File: src/rtl/uart_tx_frame_ctrl_if.sv
// UART TX frame controller bus.
// Purpose: bundles the byte request (data, strobe, parity config) and the
//          frame-sequencing outputs between the requester and the controller.
// Signals:
//   P_DATA     parallel byte to transmit
//   Data_Valid transmit request
//   PAR_EN     insert parity bit after the data bits
//   PAR_TYP    0 = even parity, 1 = odd parity
//   mux_sel    TX output-mux select (000 start, 001 data, 010 parity, 011 stop, 101 idle)
//   ser_data   current data bit
//   par_bit    parity of the current/last accepted frame
//   busy       frame in progress (start through stop)
interface uart_tx_frame_ctrl_if #(
    parameter int DATA_WIDTH = 8
);
    logic [DATA_WIDTH-1:0] P_DATA;
    logic                  Data_Valid;
    logic                  PAR_EN;
    logic                  PAR_TYP;
    logic [2:0]            mux_sel;
    logic                  ser_data;
    logic                  par_bit;
    logic                  busy;

    modport master (
        output P_DATA, Data_Valid, PAR_EN, PAR_TYP,
        input  mux_sel, ser_data, par_bit, busy
    );

    modport slave (
        input  P_DATA, Data_Valid, PAR_EN, PAR_TYP,
        output mux_sel, ser_data, par_bit, busy
    );
endinterface

File: src/rtl/uart_tx_frame_ctrl.sv
// UART TX frame controller.
// Purpose: accepts a byte on Data_Valid while idle and sequences one frame
//          (start, data LSB-first, optional parity, stop), one bit per CLK.
// Ports:
//   CLK  bit-rate clock, rising edge
//   RST  synchronous reset, active-high
//   bus  uart_tx_frame_ctrl_if.slave (request inputs, mux_sel/ser_data/par_bit/busy)
//
// state  | meaning
// IDLE   | line idle, waiting for Data_Valid
// START  | start bit on the line
// DATA   | data bits, LSB first
// PARITY | parity bit (only when PAR_EN latched)
// STOP   | stop bit, requests ignored
module uart_tx_frame_ctrl #(
    parameter int DATA_WIDTH = 8
) (
    input  logic                 CLK,
    input  logic                 RST,
    uart_tx_frame_ctrl_if.slave  bus
);
    localparam int CW = (DATA_WIDTH > 1) ? $clog2(DATA_WIDTH) : 1;
    localparam logic [CW-1:0] LAST_BIT = CW'(DATA_WIDTH - 1);

    // Encodings equal the mux_sel codes so the select is the state register.
    typedef enum logic [2:0] {
        S_START  = 3'b000,
        S_DATA   = 3'b001,
        S_PARITY = 3'b010,
        S_STOP   = 3'b011,
        S_IDLE   = 3'b101
    } state_t;

    state_t                state_q, state_d;
    logic [DATA_WIDTH-1:0] shift_q, shift_d;
    logic [CW-1:0]         cnt_q, cnt_d;
    logic                  par_en_q, par_en_d;
    logic                  par_bit_q, par_bit_d;

    always_comb begin
        state_d   = state_q;
        shift_d   = shift_q;
        cnt_d     = cnt_q;
        par_en_d  = par_en_q;
        par_bit_d = par_bit_q;
        case (state_q)
            S_IDLE: begin
                if (bus.Data_Valid) begin
                    shift_d   = bus.P_DATA;
                    par_en_d  = bus.PAR_EN;
                    par_bit_d = (^bus.P_DATA) ^ bus.PAR_TYP;
                    state_d   = S_START;
                end
            end
            S_START: begin
                cnt_d   = '0;
                state_d = S_DATA;
            end
            S_DATA: begin
                // Zero fill leaves ser_data at 0 once the byte is out.
                shift_d = {1'b0, shift_q[DATA_WIDTH-1:1]};
                if (cnt_q == LAST_BIT) begin
                    state_d = par_en_q ? S_PARITY : S_STOP;
                end else begin
                    cnt_d = cnt_q + 1'b1;
                end
            end
            S_PARITY: state_d = S_STOP;
            S_STOP:   state_d = S_IDLE;
            default:  state_d = S_IDLE;
        endcase
    end

    always_ff @(posedge CLK) begin
        if (RST) begin
            state_q   <= S_IDLE;
            shift_q   <= '0;
            cnt_q     <= '0;
            par_en_q  <= 1'b0;
            par_bit_q <= 1'b0;
        end else begin
            state_q   <= state_d;
            shift_q   <= shift_d;
            cnt_q     <= cnt_d;
            par_en_q  <= par_en_d;
            par_bit_q <= par_bit_d;
        end
    end

    assign bus.mux_sel  = state_q;
    assign bus.busy     = (state_q != S_IDLE);
    assign bus.ser_data = shift_q[0];
    assign bus.par_bit  = par_bit_q;
endmodule

File: src/flat_wrapper.sv
// flat-port wrapper written by rule: the top's interface ports become plain ports
module uart_tx_frame_ctrl_flat 
#(
    parameter int DATA_WIDTH = 8
)
  (CLK, RST, bus_P_DATA, bus_Data_Valid, bus_PAR_EN, bus_PAR_TYP, bus_mux_sel, bus_ser_data, bus_par_bit, bus_busy);
  uart_tx_frame_ctrl_if #(.DATA_WIDTH(DATA_WIDTH)) bus_i ();
  input  logic CLK;
  input  logic RST;
  input wire logic [$bits(bus_i.P_DATA)-1:0] bus_P_DATA;
  input wire logic [$bits(bus_i.Data_Valid)-1:0] bus_Data_Valid;
  input wire logic [$bits(bus_i.PAR_EN)-1:0] bus_PAR_EN;
  input wire logic [$bits(bus_i.PAR_TYP)-1:0] bus_PAR_TYP;
  output wire logic [$bits(bus_i.mux_sel)-1:0] bus_mux_sel;
  output wire logic [$bits(bus_i.ser_data)-1:0] bus_ser_data;
  output wire logic [$bits(bus_i.par_bit)-1:0] bus_par_bit;
  output wire logic [$bits(bus_i.busy)-1:0] bus_busy;
  assign bus_i.P_DATA = bus_P_DATA;
  assign bus_i.Data_Valid = bus_Data_Valid;
  assign bus_i.PAR_EN = bus_PAR_EN;
  assign bus_i.PAR_TYP = bus_PAR_TYP;
  assign bus_mux_sel = bus_i.mux_sel;
  assign bus_ser_data = bus_i.ser_data;
  assign bus_par_bit = bus_i.par_bit;
  assign bus_busy = bus_i.busy;
  uart_tx_frame_ctrl #(.DATA_WIDTH(DATA_WIDTH)) u_core (.CLK(CLK), .RST(RST), .bus(bus_i));
endmodule
File: config.mk
export PLATFORM = sky130hd
export DESIGN_NAME = uart_tx_frame_ctrl_flat
export DESIGN_NICKNAME = d
export VERILOG_FILES = /design/src/rtl/uart_tx_frame_ctrl_if.sv /design/src/rtl/uart_tx_frame_ctrl.sv /design/src/flat_wrapper.sv
export SDC_FILE = /design/constraint.sdc
export NUM_CORES = 1
export LEC_CHECK = 0
export ABC_CLOCK_PERIOD_IN_PS = 2000
export CAP_MARGIN = 20
export CORE_UTILIZATION = 48
export CTS_CLUSTER_DIAMETER = 80
export DETAILED_ROUTE_END_ITERATION = 8
export HOLD_SLACK_MARGIN = 0.05
export PLACE_DENSITY = 0.77
export SYNTH_ARGS = -nofsm -noshare
export SYNTH_HDL_FRONTEND = slang
export SYNTH_SLANG_ARGS = --single-unit
export TNS_END_PERCENT = 20
File: constraint.sdc
create_clock -name CLK -period 2 [get_ports CLK]
set_input_delay 0.3 -clock CLK [delete_from_list [all_inputs] [get_ports CLK]]
set_output_delay 0.3 -clock CLK [all_outputs]
set_load 0.01 [all_outputs]
Word level (Yosys, flattened, before mapping) --
Index checks and enable logic that the tools add are counted.
Operators by class: muxes and demuxes 8, add/subtract/negate cells 1, reductions and logical operators 8, equal/unequal tests 8, $lt $le $gt $ge 0, shift-type cells 0, multipliers 0, bitwise operators 1, div/mod/pow operators 0
Operators by type and width (count):
- 8-bit one-hot mux with 2 select lines | 1
- 3-bit one-hot mux with 4 select lines | 1
- 3-bit 2-to-1 mux | 3
- 8-bit 2-to-1 mux | 1
- 2-bit AND reduction | 4
- 8-bit XOR reduction | 1
- 3-bit == test, second input constant | 2
- 3-bit one-hot mux with 2 select lines | 1
- 2-bit inequality test, second input constant | 2
- 2-bit nonzero test | 2
- 3-bit by 1-bit adder with 3-bit output, second input constant | 1
- 3-bit by 1-bit == test with 1-bit output, second input constant | 1
- 3-bit by 2-bit == test with 1-bit output, second input constant | 1
- 3-bit logical NOT | 1
- 3-bit inequality test, second input constant | 1
- 2-bit by 1-bit inequality test with 1-bit output, second input constant | 1
- 1-bit 2-to-1 mux | 1
- 1-bit bitwise XOR | 1
Storage, ports and cells: bits in registers 16, bits of input ports 13, memories 0, bits in writable memories 0, bits in read-only memories 0, word-level logic and storage cells 31, output and inout port bits 6, bits in latches 0

Depth between registers and ports, before layout --
word-level depth 3, depth in mapped cells 6, mapped depth without buffers 6

Least setup slack after synthesis --
Ideal clock, no wire load.
kind register to register, from reg u_core.cnt_q[0], to reg u_core.cnt_q[0], period minus slack after synthesis 1400 ps, data arrival time 1334 ps, buffers on the path 0, slack 600 ps, cell stages (with the launch flop) 7, data required time 1934 ps, setup time 66 ps, path through dfxtp_1 ha_1 ha_1 a211o_1 nor3_2 mux2i_1 nor2_1
Between the ends: cells in the longest elaborated chain, start to end 3, elaborated cells between the ends (all ways) 6, those cells by class 1 x add/sub; 2 x eq/ne; 2 x mux; 1 x reduce/logical
RTL lines:
- from (decl) | line uart_tx_frame_ctrl.sv:36 | logic [CW-1:0] cnt_q, cnt_d;
- from (signal assigned) | line uart_tx_frame_ctrl.sv:84 | cnt_q <= cnt_d;
- 3-bit by 1-bit adder with 3-bit output or 3-bit == test (tied branches) | line uart_tx_frame_ctrl.sv:65, uart_tx_frame_ctrl.sv:62
- 3-bit 2-to-1 mux or 2-bit inequality test (tied branches)
- 3-bit one-hot mux with 2 select lines or 2-bit AND reduction (tied branches)
Several ways; a longest one is shown, not always the timed one. The select of a mux whose other input is x is not followed. A chain may end at the register's enable or synchronous reset.

Final worst setup path --
from reg u_core.state_q[0], in the netlist u_core.bus.mux_sel[0], to out bus_busy
Between the ends: cells in the longest elaborated chain, start to end 1
RTL lines:
- from (decl) | line uart_tx_frame_ctrl.sv:34 | state_t state_q, state_d;
- from (signal assigned) | line uart_tx_frame_ctrl.sv:82 | state_q <= state_d;
- 3-bit inequality test | line uart_tx_frame_ctrl.sv:91 | assign bus.busy = (state_q != S_IDLE);
- to (decl) | line flat_wrapper.sv:17 | output wire logic [$bits(bus_i.busy)-1:0] bus_busy;
Every way passes these cells.

==> results.md <==
* Final min period at 1.79 ns
* Hold Fails Final Rpt at 0
* Syn_area_per_cell at 9.06 µm²
* Yosys cell types at 30
* Pwr Total at 749 µW
* Critical Path Source: u_core.bus.mux_sel[0]
* CTS sink cnt at 16
* Outcome: finished with violations
* TNS Setup at 0 ns
* Worst path arrival time at 1.49 ns
* Placed Instances at 122
* Non-Filler Instances at 126
* First-pass GRT wire length at 2810 µm
* Synthesized cell area at 833 µm²
* Routed wire length at 1700 µm
* Largest net degree at the start of global routing at 15
* Violated checks: design-rule violations
* Filler instances at 136
* TritonRoute pass-1 iters at 6
* Layout area overhead at 26.3%
* Die height at 43.7 µm
* Layout cells sized above 1 at 13.6%
* Area of the die at 1910 µm²
* Total congestion overflow at 0
* DR iter-0 viols at 16
* Hold Startpoint: u_core.shift_q[3]
* Post-synth EDFFs at 0
* Worst Path Required at 1.70 ns
* Post-route ant nets at 0
* Die width at 43.7 µm
* DRC Markers at 2
* Clk slew on worst S/H paths at 0.09 ns
* Clock buffer depth at 2
* Number of CTS-inserted buffers at 3
* Pin slew with the least headroom to its limit at 0.411 ns
* Critical path endpoint category: output pin
* Cell count after synthesis at 92
* Prevailing post-synth register cell: dfxtp_1
* Yosys warns at 0
* Initial antenna violation count at 0
* Number of synthesized register bits at 16
* Rel. slew slack at 72.5%
* WL/cell at 13.5 µm
* # rows at 14
* CP Launch Type: flop
* N_diodes at 0
* CP Max Fanout at 8
* Register area share after synthesis at 38.4%
* Ys async rst share at 0%
* CTS root buffer: clkbuf_4
* Final setup violation count at 0
* Clock Skews at 0.00452 ns
* Power Dens Cells at 712 nW/µm²
* Vias in the first global route at 670
* Vias per inst at 5.79
* Leakage at 0.000394 µW
* Nets at 126
* Synth area leaders: dfxtp_1 (38%), nor2_1 (5.9%), a311oi_2 (5.4%), nand2_1 (5.0%), a311oi_1 (4.2%)
* RePlAce Congestion at 0.773
* VDD IR max at 0.000583 V
* Final Slew Violations at 0
* Crit path kind: reg2out
* Post-synth top area share at 38.4%
* Port Buf Inserts at 18
* Starting Density at 53.5%
* Most frequent cells in the layout: clkdlybuf4s50_1 (18), dfxtp_1 (15), nor2_1 (13), nand2_1 (11), o21ai_1 (7)
* Dpl cell area at 1010 µm²
* Fin crit share at 89.5%
* Postcts setup bufs at 0
* Final HPWL DP at 1220 µm
* H-tree levels at 1
* TritonCTS clock tree: yes
* Commonest non-fill, non-tap cell in the layout: clkdlybuf4s50_1
* Worst R2R Start: u_core.bus.mux_sel[2]
* CORE AREA at 1560 µm²
* Worst Hold Class: reg2reg
* Post-synth top area cell: dfxtp_1
* F_max at 559 MHz
* All-Layer GR Usage at 20.3%
* Design area at 1050 µm²
* Clk_lat worst skew at 0.29 ns
* Net Count, Synth at 107
* RSZ-0062 raised after global routing: false
* Detailed-route via count at 730
* Max Cap Viol at 0
* I/O pins at 19
==> per-layer routing <==
layer  share of wire (%)  GRT usage, %  vias up
li1                    -             -      369
met1                  45          22.6      348
met2                  50          35.5       11
met3                 4.8          7.50        2
met4                0.47          6.25        0
met5                   0             0        -
==> area by class of cell <==
class | instances | area, µm² | area share (%)
Multi-Input combinational cell | 69 | 475 | 45.2
Clock buffer | 4 | 36.3 | 3.45
Timing Repair Buffer | 20 | 195 | 18.5
Tap cell | 16 | 20.0 | 1.90
Sequential cell | 16 | 322 | 30.6
Inverter | 1 | 3.75 | 0.357
==> critical path, stage by stage (launching register included) <==
cell and delay (ns):
dfxtp_2 0.41, nor2b_1 0.23, nand2_1 0.07, clkdlybuf4s50_1 0.49
==> state kept, by name (all words and copies together) (netlist names) <==
name,count
u_core.shift_q,8
u_core.bus.mux_sel,3
u_core.cnt_q,3
u_core.bus.par_bit,1
u_core.par_en_q,1
==> final timing paths <==
kind                        endpoint  slack, ns  cells past startpoint
hold / removal     u_core.shift_q[2]       0.48                      2
hold reg to reg    u_core.shift_q[2]       0.48                      2
setup / recovery            bus_busy       0.21                      3
setup reg to reg  u_core.bus.par_bit       0.41                      5
==> stage by stage <==
stage	setup WS, ns	util, %	hold slack, ns
after floorplan	0.600	-	0.444
after global placement	0.293	65.1	0.470
after detailed placement	0.269	65.1	0.476
after CTS	0.114	67.4	0.489
after global routing	0.0858	67.5	0.515
final	0.211	67.5	0.482
==> cell usage after synthesis, types with 2 or more instances <==
cell and n:
a21oi_1 3, a22oi_1 2, a311oi_1 4, a311oi_2 3, buf_2 3, clkbuf_1 2, dfxtp_1 16, ha_1 2
mux2i_1 2, nand2_1 11, nand3b_1 2, nor2_1 13, nor2b_1 2, o211ai_1 2, o21ai_1 7, xnor2_1 3
xor2_1 2
==> cells by family after synthesis <==
kind of cell	synth area share (%)
xor+xnor	7.96
buf+inv	4.50
flops	38.4
fa+ha+maj	3.00
compound gates	23.4
simple gates	20.3
mux	2.40
==> what timing repair did <==
item	4_1_cts	5_1_grt
resized for setup	0	1
setup endpoints to repair	0	1
hold buffers	0	0
==> power breakdown <==
part	total [µW]	switching (µW)	leakage [µW]	internal, µW
Sequential	363	19.3	0.000131	343
Combinational	172	81.1	0.000242	90.5
Clock	215	104	0.0000210	111
Total	749	204	0.000394	545
No activity file was read; power rests on OpenSTA's default activity.
